$ cat config.mk
export PLATFORM = sky130hd
export DESIGN_NAME = dsp_cmd_sequencer_flat
export DESIGN_NICKNAME = d
export VERILOG_FILES = /design/src/rtl/dsp_seq_pkg.sv /design/src/rtl/dsp_seq_if.sv /design/src/rtl/dsp_seq_fifo.sv /design/src/rtl/dsp_cmd_sequencer.sv /design/src/flat_wrapper.sv
export SDC_FILE = /design/constraint.sdc
export NUM_CORES = 1
export LEC_CHECK = 0
export CORE_AREA = 2 2 221 223
export CTS_BUF_LIST = sky130_fd_sc_hd__clkbuf_8
export CTS_CLUSTER_DIAMETER = 50
export DETAILED_ROUTE_END_ITERATION = 10
export DIE_AREA = 0 0 223 225
export GPL_TIMING_DRIVEN = 0
export PLACE_DENSITY = 0.65
export RECOVER_POWER = 25
export SYNTH_ARGS = -nofsm -noshare
export SYNTH_HDL_FRONTEND = slang
export SYNTH_SLANG_ARGS = --single-unit
$ cat constraint.sdc
create_clock -name CLK -period 4.2 [get_ports CLK]
set_input_delay 0.42 -clock CLK [delete_from_list [all_inputs] [get_ports CLK]]
set_output_delay 0.42 -clock CLK [all_outputs]
set_load 0.02 [all_outputs]
$ cat src/rtl/dsp_seq_pkg.sv
// dsp_seq_pkg: widths, idle opmode and payload types shared by the dsp
// command sequencer. Tag storage is compiled in with DSP_SEQ_TAG_EN.
package dsp_seq_pkg;

    localparam int OPMODE_W = 8;
    localparam int AB_W     = 18;
    localparam int C_W      = 48;
    localparam int P_W      = 48;
    localparam int TAG_W    = 4;

    // Z=P, X=0, add: the slice keeps P unchanged while idle.
    localparam logic [OPMODE_W-1:0] OPMODE_NOP = 8'h08;

    typedef struct packed {
        logic [OPMODE_W-1:0] opmode;
        logic [AB_W-1:0]     a;
        logic [AB_W-1:0]     b;
        logic [AB_W-1:0]     d;
        logic [C_W-1:0]      c;
        logic                carryin;
    } dsp_cmd_t;

    typedef struct packed {
        logic [P_W-1:0]   p;
        logic             carryout;
`ifdef DSP_SEQ_TAG_EN
        logic [TAG_W-1:0] tag;
`endif
    } dsp_res_t;

    localparam dsp_cmd_t DSP_CMD_NOP = '{opmode: OPMODE_NOP, default: '0};

endpackage

$ cat src/rtl/dsp_seq_if.sv
// dsp_seq_if: command and result valid/ready channels of the sequencer.
// cmd_tag/res_tag exist only with DSP_SEQ_TAG_EN.
interface dsp_seq_if;
    import dsp_seq_pkg::*;

    logic                cmd_valid;
    logic                cmd_ready;
    logic [OPMODE_W-1:0] cmd_opmode;
    logic [AB_W-1:0]     cmd_a;
    logic [AB_W-1:0]     cmd_b;
    logic [AB_W-1:0]     cmd_d;
    logic [C_W-1:0]      cmd_c;
    logic                cmd_carryin;
    logic                res_valid;
    logic                res_ready;
    logic [P_W-1:0]      res_p;
    logic                res_carryout;
`ifdef DSP_SEQ_TAG_EN
    logic [TAG_W-1:0]    cmd_tag;
    logic [TAG_W-1:0]    res_tag;
`endif

    modport master (
        output cmd_valid, cmd_opmode, cmd_a, cmd_b, cmd_d, cmd_c, cmd_carryin,
`ifdef DSP_SEQ_TAG_EN
        output cmd_tag,
        input  res_tag,
`endif
        input  cmd_ready, res_valid, res_p, res_carryout,
        output res_ready
    );

    modport slave (
        input  cmd_valid, cmd_opmode, cmd_a, cmd_b, cmd_d, cmd_c, cmd_carryin,
`ifdef DSP_SEQ_TAG_EN
        input  cmd_tag,
        output res_tag,
`endif
        output cmd_ready, res_valid, res_p, res_carryout,
        input  res_ready
    );

endinterface

$ cat src/rtl/dsp_seq_fifo.sv
// dsp_seq_fifo: synchronous result FIFO with occupancy count. The caller
// guarantees no push when full; pops while empty are ignored.
module dsp_seq_fifo #(
    parameter int DEPTH = 8,
    parameter int W     = 49
) (
    input  logic                       clk,
    input  logic                       rst,
    input  logic                       push,
    input  logic [W-1:0]               wdata,
    input  logic                       pop,
    output logic [W-1:0]               rdata,
    output logic [$clog2(DEPTH+1)-1:0] count,
    output logic                       empty
);
    localparam int CNT_W = $clog2(DEPTH + 1);
    localparam int PTR_W = (DEPTH > 1) ? $clog2(DEPTH) : 1;

    logic [W-1:0]     mem [DEPTH];
    logic [PTR_W-1:0] wr_ptr;
    logic [PTR_W-1:0] rd_ptr;
    logic             do_pop;

    function automatic logic [PTR_W-1:0] ptr_inc(input logic [PTR_W-1:0] p);
        return (p == PTR_W'(DEPTH - 1)) ? '0 : p + PTR_W'(1);
    endfunction

    assign empty  = (count == '0);
    assign do_pop = pop && !empty;
    assign rdata  = mem[rd_ptr];

    // Pointer and occupancy bookkeeping; push+pop together leaves count alone.
    always_ff @(posedge clk) begin
        // NOTE: sequential state uses <= so every register samples pre-edge values.
        if (rst) begin
            wr_ptr <= '0;
            rd_ptr <= '0;
            count  <= '0;
        end else begin
            if (push)   wr_ptr <= ptr_inc(wr_ptr);
            if (do_pop) rd_ptr <= ptr_inc(rd_ptr);
            case ({push, do_pop})
                2'b10:   count <= count + CNT_W'(1);
                2'b01:   count <= count - CNT_W'(1);
                default: count <= count;
            endcase
        end
    end

    // Entry storage write port.
    always_ff @(posedge clk) begin
        // NOTE: storage is not reset; an entry is only read after it has been written.
        if (push) mem[wr_ptr] <= wdata;
    end

endmodule

$ cat src/rtl/dsp_cmd_sequencer.sv
// dsp_cmd_sequencer: issues commands into one dsp slice, tracks them through
// the DSP_LAT-cycle slice pipeline and returns P/CARRYOUT in order.
// Optional feature macro: DSP_SEQ_TAG_EN (tag travels with each operation).
module dsp_cmd_sequencer
    import dsp_seq_pkg::*;
#(
    parameter int DSP_LAT = 4,
    parameter int DEPTH   = 8
) (
    input  logic                CLK,
    input  logic                RST,
    dsp_seq_if.slave            bus,
    output logic [AB_W-1:0]     DSP_A,
    output logic [AB_W-1:0]     DSP_B,
    output logic [AB_W-1:0]     DSP_D,
    output logic [C_W-1:0]      DSP_C,
    output logic [OPMODE_W-1:0] DSP_OPMODE,
    output logic                DSP_CARRYIN,
    output logic                DSP_CE,
    output logic                DSP_RST,
    input  logic [P_W-1:0]      DSP_P,
    input  logic                DSP_CARRYOUT
);
    localparam int CNT_W = $clog2(DEPTH + 1);

    dsp_cmd_t         cmd_in;
    dsp_cmd_t         dsp_q;
    dsp_res_t         push_d;
    dsp_res_t         head;
    logic [DSP_LAT:0] vld_sr;
    logic [CNT_W-1:0] inflight_cnt;
    logic [CNT_W-1:0] fifo_cnt;
    logic             fifo_empty;
    logic             accept;
    logic             exit_vld;
    logic             pop;

    assign cmd_in = '{opmode:  bus.cmd_opmode,
                      a:       bus.cmd_a,
                      b:       bus.cmd_b,
                      d:       bus.cmd_d,
                      c:       bus.cmd_c,
                      carryin: bus.cmd_carryin};

    // Credit from registered counts only, so a pop frees its slot next cycle.
    assign bus.cmd_ready = !RST &&
        (({1'b0, inflight_cnt} + {1'b0, fifo_cnt}) < (CNT_W + 1)'(DEPTH));
    assign accept   = bus.cmd_valid && bus.cmd_ready;
    assign exit_vld = vld_sr[DSP_LAT];
    assign pop      = bus.res_valid && bus.res_ready;

    // Slice drive registers: the accepted command for one cycle, NOP otherwise.
    always_ff @(posedge CLK) begin
        if (RST)         dsp_q <= DSP_CMD_NOP;
        else if (accept) dsp_q <= cmd_in;
        else             dsp_q <= DSP_CMD_NOP;
    end

    // In-flight tracker: one valid bit per pipeline cycle plus a running count.
    always_ff @(posedge CLK) begin
        if (RST) begin
            vld_sr       <= '0;
            inflight_cnt <= '0;
        end else begin
            vld_sr       <= {vld_sr[DSP_LAT-1:0], accept};
            inflight_cnt <= inflight_cnt + CNT_W'(accept) - CNT_W'(exit_vld);
        end
    end

`ifdef DSP_SEQ_TAG_EN
    logic [TAG_W-1:0] tag_sr [DSP_LAT+1];

    // Tag pipeline alongside the valid bits; only read where its bit is set.
    always_ff @(posedge CLK) begin
        tag_sr[0] <= bus.cmd_tag;
        for (int i = 1; i <= DSP_LAT; i++) tag_sr[i] <= tag_sr[i-1];
    end
`endif

    // Result payload: slice outputs in the cycle the op leaves the tracker.
    always_comb begin
        // NOTE: assign a full default first so no field is left to infer a latch.
        push_d          = '0;
        push_d.p        = DSP_P;
        push_d.carryout = DSP_CARRYOUT;
`ifdef DSP_SEQ_TAG_EN
        push_d.tag      = tag_sr[DSP_LAT];
`endif
    end

    dsp_seq_fifo #(
        .DEPTH (DEPTH),
        .W     ($bits(dsp_res_t))
    ) u_fifo (
        .clk   (CLK),
        .rst   (RST),
        .push  (exit_vld),
        .wdata (push_d),
        .pop   (pop),
        .rdata (head),
        .count (fifo_cnt),
        .empty (fifo_empty)
    );

    assign bus.res_valid    = !RST && !fifo_empty;
    assign bus.res_p        = head.p;
    assign bus.res_carryout = head.carryout;
`ifdef DSP_SEQ_TAG_EN
    assign bus.res_tag      = head.tag;
`endif

    assign DSP_A       = dsp_q.a;
    assign DSP_B       = dsp_q.b;
    assign DSP_D       = dsp_q.d;
    assign DSP_C       = dsp_q.c;
    assign DSP_OPMODE  = dsp_q.opmode;
    assign DSP_CARRYIN = dsp_q.carryin;
    assign DSP_CE      = 1'b1;
    assign DSP_RST     = RST;

endmodule

$ cat src/flat_wrapper.sv
// flat-port wrapper written by rule: the top's interface ports become plain ports
module dsp_cmd_sequencer_flat import dsp_seq_pkg::*;
#(
    parameter int DSP_LAT = 4,
    parameter int DEPTH   = 8
)
  (CLK, RST, DSP_A, DSP_B, DSP_D, DSP_C, DSP_OPMODE, DSP_CARRYIN, DSP_CE, DSP_RST, DSP_P, DSP_CARRYOUT, bus_cmd_valid, bus_cmd_opmode, bus_cmd_a, bus_cmd_b, bus_cmd_d, bus_cmd_c, bus_cmd_carryin, bus_cmd_ready, bus_res_valid, bus_res_p, bus_res_carryout, bus_res_ready);
  dsp_seq_if bus_i ();
  input  logic CLK;
  input  logic RST;
  output logic [AB_W-1:0] DSP_A;
  output logic [AB_W-1:0] DSP_B;
  output logic [AB_W-1:0] DSP_D;
  output logic [C_W-1:0] DSP_C;
  output logic [OPMODE_W-1:0] DSP_OPMODE;
  output logic DSP_CARRYIN;
  output logic DSP_CE;
  output logic DSP_RST;
  input  logic [P_W-1:0] DSP_P;
  input  logic DSP_CARRYOUT;
  input wire logic [$bits(bus_i.cmd_valid)-1:0] bus_cmd_valid;
  input wire logic [$bits(bus_i.cmd_opmode)-1:0] bus_cmd_opmode;
  input wire logic [$bits(bus_i.cmd_a)-1:0] bus_cmd_a;
  input wire logic [$bits(bus_i.cmd_b)-1:0] bus_cmd_b;
  input wire logic [$bits(bus_i.cmd_d)-1:0] bus_cmd_d;
  input wire logic [$bits(bus_i.cmd_c)-1:0] bus_cmd_c;
  input wire logic [$bits(bus_i.cmd_carryin)-1:0] bus_cmd_carryin;
  output wire logic [$bits(bus_i.cmd_ready)-1:0] bus_cmd_ready;
  output wire logic [$bits(bus_i.res_valid)-1:0] bus_res_valid;
  output wire logic [$bits(bus_i.res_p)-1:0] bus_res_p;
  output wire logic [$bits(bus_i.res_carryout)-1:0] bus_res_carryout;
  input wire logic [$bits(bus_i.res_ready)-1:0] bus_res_ready;
  assign bus_i.cmd_valid = bus_cmd_valid;
  assign bus_i.cmd_opmode = bus_cmd_opmode;
  assign bus_i.cmd_a = bus_cmd_a;
  assign bus_i.cmd_b = bus_cmd_b;
  assign bus_i.cmd_d = bus_cmd_d;
  assign bus_i.cmd_c = bus_cmd_c;
  assign bus_i.cmd_carryin = bus_cmd_carryin;
  assign bus_cmd_ready = bus_i.cmd_ready;
  assign bus_res_valid = bus_i.res_valid;
  assign bus_res_p = bus_i.res_p;
  assign bus_res_carryout = bus_i.res_carryout;
  assign bus_i.res_ready = bus_res_ready;
  dsp_cmd_sequencer #(.DSP_LAT(DSP_LAT), .DEPTH(DEPTH)) u_core (.CLK(CLK), .RST(RST), .bus(bus_i), .DSP_A(DSP_A), .DSP_B(DSP_B), .DSP_D(DSP_D), .DSP_C(DSP_C), .DSP_OPMODE(DSP_OPMODE), .DSP_CARRYIN(DSP_CARRYIN), .DSP_CE(DSP_CE), .DSP_RST(DSP_RST), .DSP_P(DSP_P), .DSP_CARRYOUT(DSP_CARRYOUT));
endmodule
; Word-level counts from Yosys, hierarchy flattened
; Memories as Yosys holds them, arrays and structs flattened. A register that Yosys moved wholly into a read port is not among the register bits.
; Cells that the tools add are included.
[totals]
regBits = 130
mem_bits_rw = 392
inputBits = 164
out_inout_bits = 164
memories = 1
[memory_table]
columns = name, depth, width, read_ports, rd_clocked_by_memory_dff, wr, line
row1 = u_core.u_fifo.mem, 8, 49, 1, 1, 1, dsp_seq_fifo.sv:19  ; logic [W-1:0] mem [DEPTH];
[op_classes]
addsub = 7
magnitude_cmp = 1
eq_ne = 4
n_mux = 7
n_bitwise = 1
reduce_logical = 10
[op_table]
columns = operator, n
row1 = 3-bit 2-to-1 mux, 4
row2 = 4-bit case mux with 2 select lines, 1
row3 = "3-bit by 1-bit adder with 3-bit output, second input constant", 2
row4 = "3-bit == test, second input constant", 2
row5 = 4-bit by 4-bit adder with 5-bit output, 1
row6 = 1-bit logical AND, 5
row7 = "5-bit by 4-bit less-than comparator with 1-bit output, second input constant", 1
row8 = 4-bit by 1-bit adder with 4-bit output, 1
row9 = "4-bit by 1-bit adder with 4-bit output, second input constant", 1
row10 = 4-bit logical NOT, 1
row11 = 4-bit by 1-bit subtractor with 4-bit output, 1
row12 = "4-bit by 1-bit subtractor with 4-bit output, second input constant", 1
row13 = "2-bit by 1-bit == test with 1-bit output, second input constant", 1
row14 = "2-bit == test, second input constant", 1
row15 = 1-bit logical NOT, 2
row16 = 1-bit 2-to-1 mux, 2
row17 = 2-bit nonzero test, 1
row18 = 2-bit OR reduction, 1
row19 = 1-bit inverter, 1

; Longest topological paths before layout
; Gate-level depths: netlist (run 1).
[depth]
depth_word = 7
mapped_depth = 9
depth_no_buf = 9

; By module
; A second synthesis (run 1) with hierarchy kept.
[hier_totals]
cells_unflattened = 936
hier_area_um2 = 18894.4
[modules_own_cells]
columns = mod, instances, cells_each, area_per_inst_um2, seq_area_each_um2
row1 = dsp_seq_fifo, 1, 643, 15357.2, 12031.5
row2 = dsp_cmd_sequencer, 1, 293, 3537.1, 2402.3

; Worst setup path before layout (run 1)
; OpenSTA, ideal clock, no wires.
[synth_path]
path_kind = flip-flop to flip-flop
startpoint = register u_core.vld_sr[4]
endpoint = memory u_core.u_fifo.mem[0][0], enable pin
arrival_ns = 3.871
required_time_ns = 3.684
path_slack_ns = -0.187
stages_incl_launch_ff = 3
n_path_buf = 0
period_less_slack_ns = 4.387
path_cell_list = dfxtp_1 nand2b_1 nor3_1
[synth_between]
elab_chain_len = 2
[synth_lines]
columns = element, line
row1 = from (decl), dsp_cmd_sequencer.sv:30  ; logic [DSP_LAT:0] vld_sr;
row2 = from (signal assigned), dsp_cmd_sequencer.sv:65  ; vld_sr <= {vld_sr[DSP_LAT-1:0], accept};
row3 = 1-bit 2-to-1 mux, dsp_seq_fifo.sv:53  ; if (push) mem[wr_ptr] <= wdata;
row4 = 1-bit 2-to-1 mux (implied by the code), dsp_seq_fifo.sv:53
row5 = to (decl), dsp_seq_fifo.sv:19
; Every way passes these cells.

==> results of run 1 <==
==> state kept, by name, summed over array words and instances, names as in the netlist, 5 cells and up, named ones only <==
signal	count
u_core.DSP_A	18
u_core.DSP_OPMODE	8
u_core.vld_sr	5
u_core.DSP_C	48
u_core.DSP_D	18
u_core.DSP_B	18
u_core.u_fifo.mem	392
==> where the power goes <==
part           switching, mW  internal (mW)
Clock                   2.03           2.38
Combinational          0.400          0.419
Sequential            0.0393           5.68
Total                   2.47           8.48
==> layer usage <==
| layer | routed length (um) | up-vias | GRT usage, % |
|---|---|---|---|
| met4 | 1352 | 10 | 8.378 |
| met1 | 18270 | 5182 | 22.05 |
| li1 | - | 4616 | - |
| met2 | 23300 | 389 | 31.72 |
| met3 | 4062 | 82 | 6.806 |
| met5 | 64 | - | 0 |
==> final cells by class <==
type | count | area, sq um | area share, %
Tap cell | 615 | 769.5 | 3.053
Clock buffer | 93 | 1280 | 5.079
Buffer | 55 | 322.8 | 1.281
Timing Repair Buffer | 345 | 3734 | 14.82
Sequential cell | 525 | 14430 | 57.28
Clock inverter | 68 | 459.2 | 1.822
Antenna cell | 8 | 20.02 | 0.07944
Multi-Input combinational cell | 346 | 4159 | 16.50
Inverter | 6 | 22.52 | 0.08937
==> synthesized netlist by cell type, drive strengths merged (2+ instances only) <==
| master | count | share of area (%) |
|---|---|---|
| nor2b | 10 | 0.33 |
| a21oi | 8 | 0.27 |
| edfxtp | 392 | 62 |
| o21ai | 2 | 0.053 |
| nor3 | 3 | 0.080 |
| xor2 | 4 | 0.19 |
| dfxtp | 133 | 14 |
| ha | 14 | 0.93 |
| nand2 | 4 | 0.080 |
| xnor2 | 2 | 0.093 |
| and2 | 2 | 0.066 |
| buf | 28 | 1.2 |
| mux4 | 98 | 12 |
| and3 | 110 | 3.6 |
| mux2i | 2 | 0.11 |
| inv | 6 | 0.12 |
| mux2 | 50 | 3.0 |
| nor2 | 18 | 0.36 |
| nand2b | 6 | 0.20 |
| or3 | 2 | 0.066 |
| clkbuf | 27 | 0.55 |
==> worst min path at each step <==
stage	startpoint	to	slack (ns)	cells after the start
final	bus_cmd_a[7]	u_core.DSP_A[7]	0.34	2
after global routing	bus_cmd_b[15]	u_core.DSP_B[15]	0.30	2
after CTS	bus_cmd_a[7]	u_core.DSP_A[7]	0.27	2
after detailed placement	u_core.vld_sr[1]	u_core.vld_sr[2]	0.43	1
after global placement	u_core.vld_sr[2]	u_core.vld_sr[3]	0.42	1
after floorplan	u_core.vld_sr[0]	u_core.vld_sr[1]	0.41	1
==> metrics by stage <==
| step | TNS, ns | total power [mW] |
|---|---|---|
| final | 0 | 10.94 |
| after global routing | 0 | 11.37 |
| after CTS | 0 | 11.10 |
| after detailed placement | 0 | 6.653 |
| after global placement | -466.72 | 6.643 |
| after floorplan | 0 | 6.153 |
==> logic make-up (layout without fill, tap and decap cells) <==
kind of cell | Yosys count | count (layout) | share of synthesized area [%]
other | 1 | 9 | 0.01987
AND/OR/NAND/NOR | 159 | 159 | 5.026
buffers and inverters | 61 | 567 | 1.830
flip-flops | 525 | 525 | 76.49
multiplexers | 150 | 150 | 14.79
adder cells (fa/ha/maj) | 15 | 15 | 1.034
AO/OA/AOI/OAI | 15 | 15 | 0.5371
XOR/XNOR | 6 | 6 | 0.2785
==> results.json, run 1 <==
{
  "dieArea_sq_mm": 0.05018,
  "place_area_sq_mm": 0.02344,
  "reg2reg_setup_slack_ns": 1.69,
  "layout_commonest_cell": "edfxtp_1",
  "place.gp.congestion": 0.8165,
  "setup_viol": 0,
  "overflow": 0,
  "setup_ws_ns": 0.4819,
  "rsz0062_at_grt": "false",
  "path_depth": 5,
  "path_common_cell": "clkbuf_1",
  "cp_num_buf_inv": 3,
  "clkSinkCount": 525,
  "grt_max_degree": 25,
  "synth_cell_types": 37,
  "dieHeight_um": 225,
  "cts-resized-gates": 0,
  "synthCells": 932,
  "post-cts-setup-buffers": 0,
  "num-fill-cells": 3841,
  "synth-seq-area-share_pct": 76.49,
  "cts-root-buf": "clkbuf_8",
  "cap_violations": 0,
  "relSlewSlack_pct": 38.26,
  "dp_slack_ns": 1.071,
  "ys_async_sr_fraction_pct": 0,
  "cts_buffer_depth": 3,
  "cts_buffers": 87,
  "finalCriticalPeriod_ns": 3.718,
  "r2r_end": "u_core.u_fifo.count[2]",
  "clock_skew_ns": 0.03261,
  "post-route-period-util_pct": 88.53,
  "cp.arrival_ns": 3.30,
  "setup.worst_path.end": "bus_res_p[16]",
  "final_area_sq_mm": 0.02520,
  "htreeDepth": 3,
  "clk_transition_reported_paths_ns": 0.06,
  "hpwl_um": 31600,
  "fmax_mhz": 269.0,
  "ir_drop_mv": 0.2602,
  "hold_violations": 0,
  "hold_buffers": 0,
  "drive_gt1_share_pct": 22.67,
  "crit_type": "flop to primary output",
  "yosysWarnings": 0,
  "slew_viol_final": 0,
  "final_cell_mix": "edfxtp_1, clkdlybuf4s50_1, dfxtp_1",
  "core_sq_mm": 0.04755,
  "nets": 1545,
  "initial_core_util_pct": 39.69,
  "firstDrtPassIters": 5,
  "worstSkewPairLatency_ns": 0.68,
  "status": "complete, no violations",
  "worst_pin_slew_ns": 0.9231,
  "drc": 0,
  "reg2reg_from": "u_core.u_fifo.count[1]",
  "cp_top_family": "buffers and inverters",
  "port_buffers": 326,
  "timing.hold.ws_ns": 0.3394,
  "io_pins": 328,
  "cpPeakStageDelay_ns": 0.70,
  "rr_worst_depth": 9,
  "die_w_um": 223,
  "drtAntennaViolNets": 0,
  "path_cells": "clkbuf_1 > clkbuf_1 > mux4_2 > mux2_2 > clkdlybuf4s50_1",
  "hp-class": "input port to flop",
  "track_usage_pct": 18.96,
  "synth_edf_count": 392,
  "synth_flop_cell": "edfxtp_1",
  "core.rowCount": 80,
  "ys_seq_elements": 525,
  "grt_antenna_before_repair": 12,
  "syn_avg_cell_area_sq_um": 20.25,
  "cellPowerDensity_mw_per_mm2": 434.3,
  "grt_pass1_wl_um": 68880,
  "vias": 10279,
  "first_iter_violations": 538,
  "vias_per_cell": 4.987,
  "routed_wl_um": 47050,
  "synthesis.nets": 1111,
  "critical-path-slowest-cell": "clkbuf_1",
  "final_core_util_pct": 53.00,
  "cp_max_fo": 10,
  "endpoint_kind": "primary output",
  "synthesis.area_sq_mm": 0.01887,
  "wl_per_cell_um": 22.83,
  "crit_path_start_kind": "flop",
  "p_leak_nw": 8.821,
  "final_cell_count_no_fill": 2061,
  "area_growth_syn_to_layout_pct": 33.54,
  "dpl.cell_count": 1892,
  "cts_tree": "built",
  "grt_pass1_vias": 11060,
  "cp.required_ns": 3.78
}
(Power assumes the default switching activity.)
==> inputs of run 2 (changes only) <==
--- a/config.mk
+++ b/config.mk
@@ -5,11 +5,11 @@
 export SDC_FILE = /design/constraint.sdc
 export NUM_CORES = 1
 export LEC_CHECK = 0
-export CORE_AREA = 2 2 221 223
+export CORE_AREA = 2 2 232 212
 export CTS_BUF_LIST = sky130_fd_sc_hd__clkbuf_8
 export CTS_CLUSTER_DIAMETER = 50
 export DETAILED_ROUTE_END_ITERATION = 10
-export DIE_AREA = 0 0 223 225
+export DIE_AREA = 0 0 234 214
 export GPL_TIMING_DRIVEN = 0
 export PLACE_DENSITY = 0.65
 export RECOVER_POWER = 25
==> results.json, run 2 (synthesis results as in run 1) <==
{
  "initial_core_util_pct": 39.77,
  "place_area_sq_mm": 0.02343,
  "relSlewSlack_pct": 39.08,
  "htreeDepth": 3,
  "status": "complete, no violations",
  "critical-path-slowest-cell": "clkdlybuf4s50_1",
  "cp.required_ns": 3.78,
  "cpPeakStageDelay_ns": 0.55,
  "crit_type": "flop to primary output",
  "worstSkewPairLatency_ns": 0.65,
  "final_cell_mix": "edfxtp_1, clkdlybuf4s50_1, dfxtp_1",
  "hold_violations": 0,
  "core_sq_mm": 0.04745,
  "cp_top_family": "buffers and inverters",
  "track_usage_pct": 18.78,
  "worst_pin_slew_ns": 0.9109,
  "post-route-period-util_pct": 88.00,
  "routed_wl_um": 46470,
  "final-seq-area_sq_mm": 0.01443,
  "io_pins": 328,
  "num-fill-cells": 3811,
  "firstDrtPassIters": 5,
  "crit_path_start_kind": "flop",
  "hp-class": "input port to flop",
  "cellPowerDensity_mw_per_mm2": 422.5,
  "cts_buffer_depth": 3,
  "grt_max_degree": 24,
  "cp_num_buf_inv": 4,
  "cts-root-buf": "clkbuf_8",
  "cts_buffers": 85,
  "hold_buffers": 0,
  "largest_reg_flops": 392,
  "hpwl_um": 31920,
  "die_w_um": 234,
  "fmax_mhz": 270.6,
  "final_area_sq_mm": 0.02499,
  "endpoint_kind": "primary output",
  "place.gp.congestion": 0.8181,
  "finalCriticalPeriod_ns": 3.696,
  "grt_antenna_before_repair": 11,
  "core.rowCount": 76,
  "layout_commonest_cell": "edfxtp_1",
  "dieArea_sq_mm": 0.05008,
  "cts-resized-gates": 0,
  "reg2reg_setup_slack_ns": 1.69,
  "dieHeight_um": 214,
  "grt_pass1_wl_um": 68420,
  "path_cells": "clkbuf_1 > buf_2 > buf_2 > mux4_2 > mux2_2 > clkdlybuf4s50_1",
  "clock_skew_ns": 0.03002,
  "drc": 0,
  "drtAntennaViolNets": 0,
  "vias": 10165,
  "cp_max_fo": 10,
  "nets": 1542,
  "area_growth_syn_to_layout_pct": 32.42,
  "slew_viol_final": 0,
  "clkSinkCount": 525,
  "cts_tree": "built",
  "setup_tns_ns": 0,
  "p_leak_nw": 8.706,
  "regMostFlops": "u_core.u_fifo.mem",
  "multi_input_area_sq_mm": 0.004159,
  "cp.arrival_ns": 3.28,
  "grt_pass1_vias": 10937,
  "drive_gt1_share_pct": 22.28,
  "clk_transition_reported_paths_ns": 0.06,
  "setup_viol": 0,
  "final_cell_count_no_fill": 2052,
  "wl_per_cell_um": 22.64,
  "ir_drop_mv": 0.3074,
  "path_common_cell": "buf_2",
  "dpl.cell_count": 1900,
  "overflow": 0,
  "port_buffers": 326,
  "rsz0062_at_grt": "false",
  "vias_per_cell": 4.954,
  "cap_violations": 0,
  "first_iter_violations": 515,
  "post-cts-setup-buffers": 0
}
==> run 2: changes by cell type in the layout (fill, tap and decap cells not counted), sizes merged <==
cell           previous run  this run
dlygate4sd3              37        38
clkbuf                  120       124
clkdlybuf4s50           289       288
clkinv                   34        24
bufinv                    5         0
clkinvlp                  0         1
buf                      47        46
diode                     8         5
inv                      35        31
==> run 2: cell type report <==
| cell class | instances | area share, % |
|---|---|---|
| clock buffer | 97 | 5.342 |
| timing repair buffer | 344 | 14.83 |
| multi-input combinational | 346 | 16.64 |
| clock inverter | 50 | 0.8662 |
| inverter | 6 | 0.09013 |
| buffer | 55 | 1.292 |
| tap | 624 | 3.124 |
| antenna | 5 | 0.05007 |
| sequential | 525 | 57.76 |
==> run 2: metrics by stage <==
stage	total power, mW	hold WS (ns)	util, %	setup slack, ns
after floorplan	6.153	0.4138	-	1.127
after global placement	6.642	0.4174	48.31	-1.303
after detailed placement	6.653	0.4281	49.37	1.065
after CTS	10.70	0.3022	52.64	0.3103
after global routing	10.95	0.3164	52.66	0.2675
final	10.56	0.3483	52.66	0.5040
==> run 2: worst paths after layout <==
check | startpoint | to | cells after the start
worst min-delay path | bus_cmd_opmode[3] | u_core.DSP_OPMODE[3] | 2
worst max register to register | u_core.u_fifo.count[3] | u_core.inflight_cnt[1] | 7
worst max-delay path | flop | bus_res_p[45] | 6
worst min register to register | u_core.vld_sr[3] | u_core.vld_sr[4] | 1
==> run 2: metal layers <==
| metal | routed length [um] | up-vias | global-route usage, % |
|---|---|---|---|
| met1 | 18540 | 5156 | 22.77 |
| met4 | 921 | 12 | 5.464 |
| li1 | - | 4583 | - |
| met3 | 3427 | 80 | 6.763 |
| met5 | 74 | - | 0 |
| met2 | 23500 | 334 | 31.43 |
==> run 2: report_power, final <==
group          total, mW  switching [mW]  internal (mW)  leakage [nW]
Sequential          5.71          0.0355           5.68          4.61
Combinational      0.823           0.404          0.419          3.20
Clock               4.02            1.92           2.10         0.892
==> inputs of run 3 (changes only) <==
--- a/config.mk
+++ b/config.mk
@@ -10,9 +10,11 @@
 export CTS_CLUSTER_DIAMETER = 50
 export DETAILED_ROUTE_END_ITERATION = 10
 export DIE_AREA = 0 0 234 214
+export GPL_ROUTABILITY_DRIVEN = 0
 export GPL_TIMING_DRIVEN = 0
 export PLACE_DENSITY = 0.65
 export RECOVER_POWER = 25
+export SETUP_SLACK_MARGIN = 0.02
 export SYNTH_ARGS = -nofsm -noshare
 export SYNTH_HDL_FRONTEND = slang
 export SYNTH_SLANG_ARGS = --single-unit
==> results of run 3 <==
No change in the layout: final DEF, timing and power equal those of run 2.
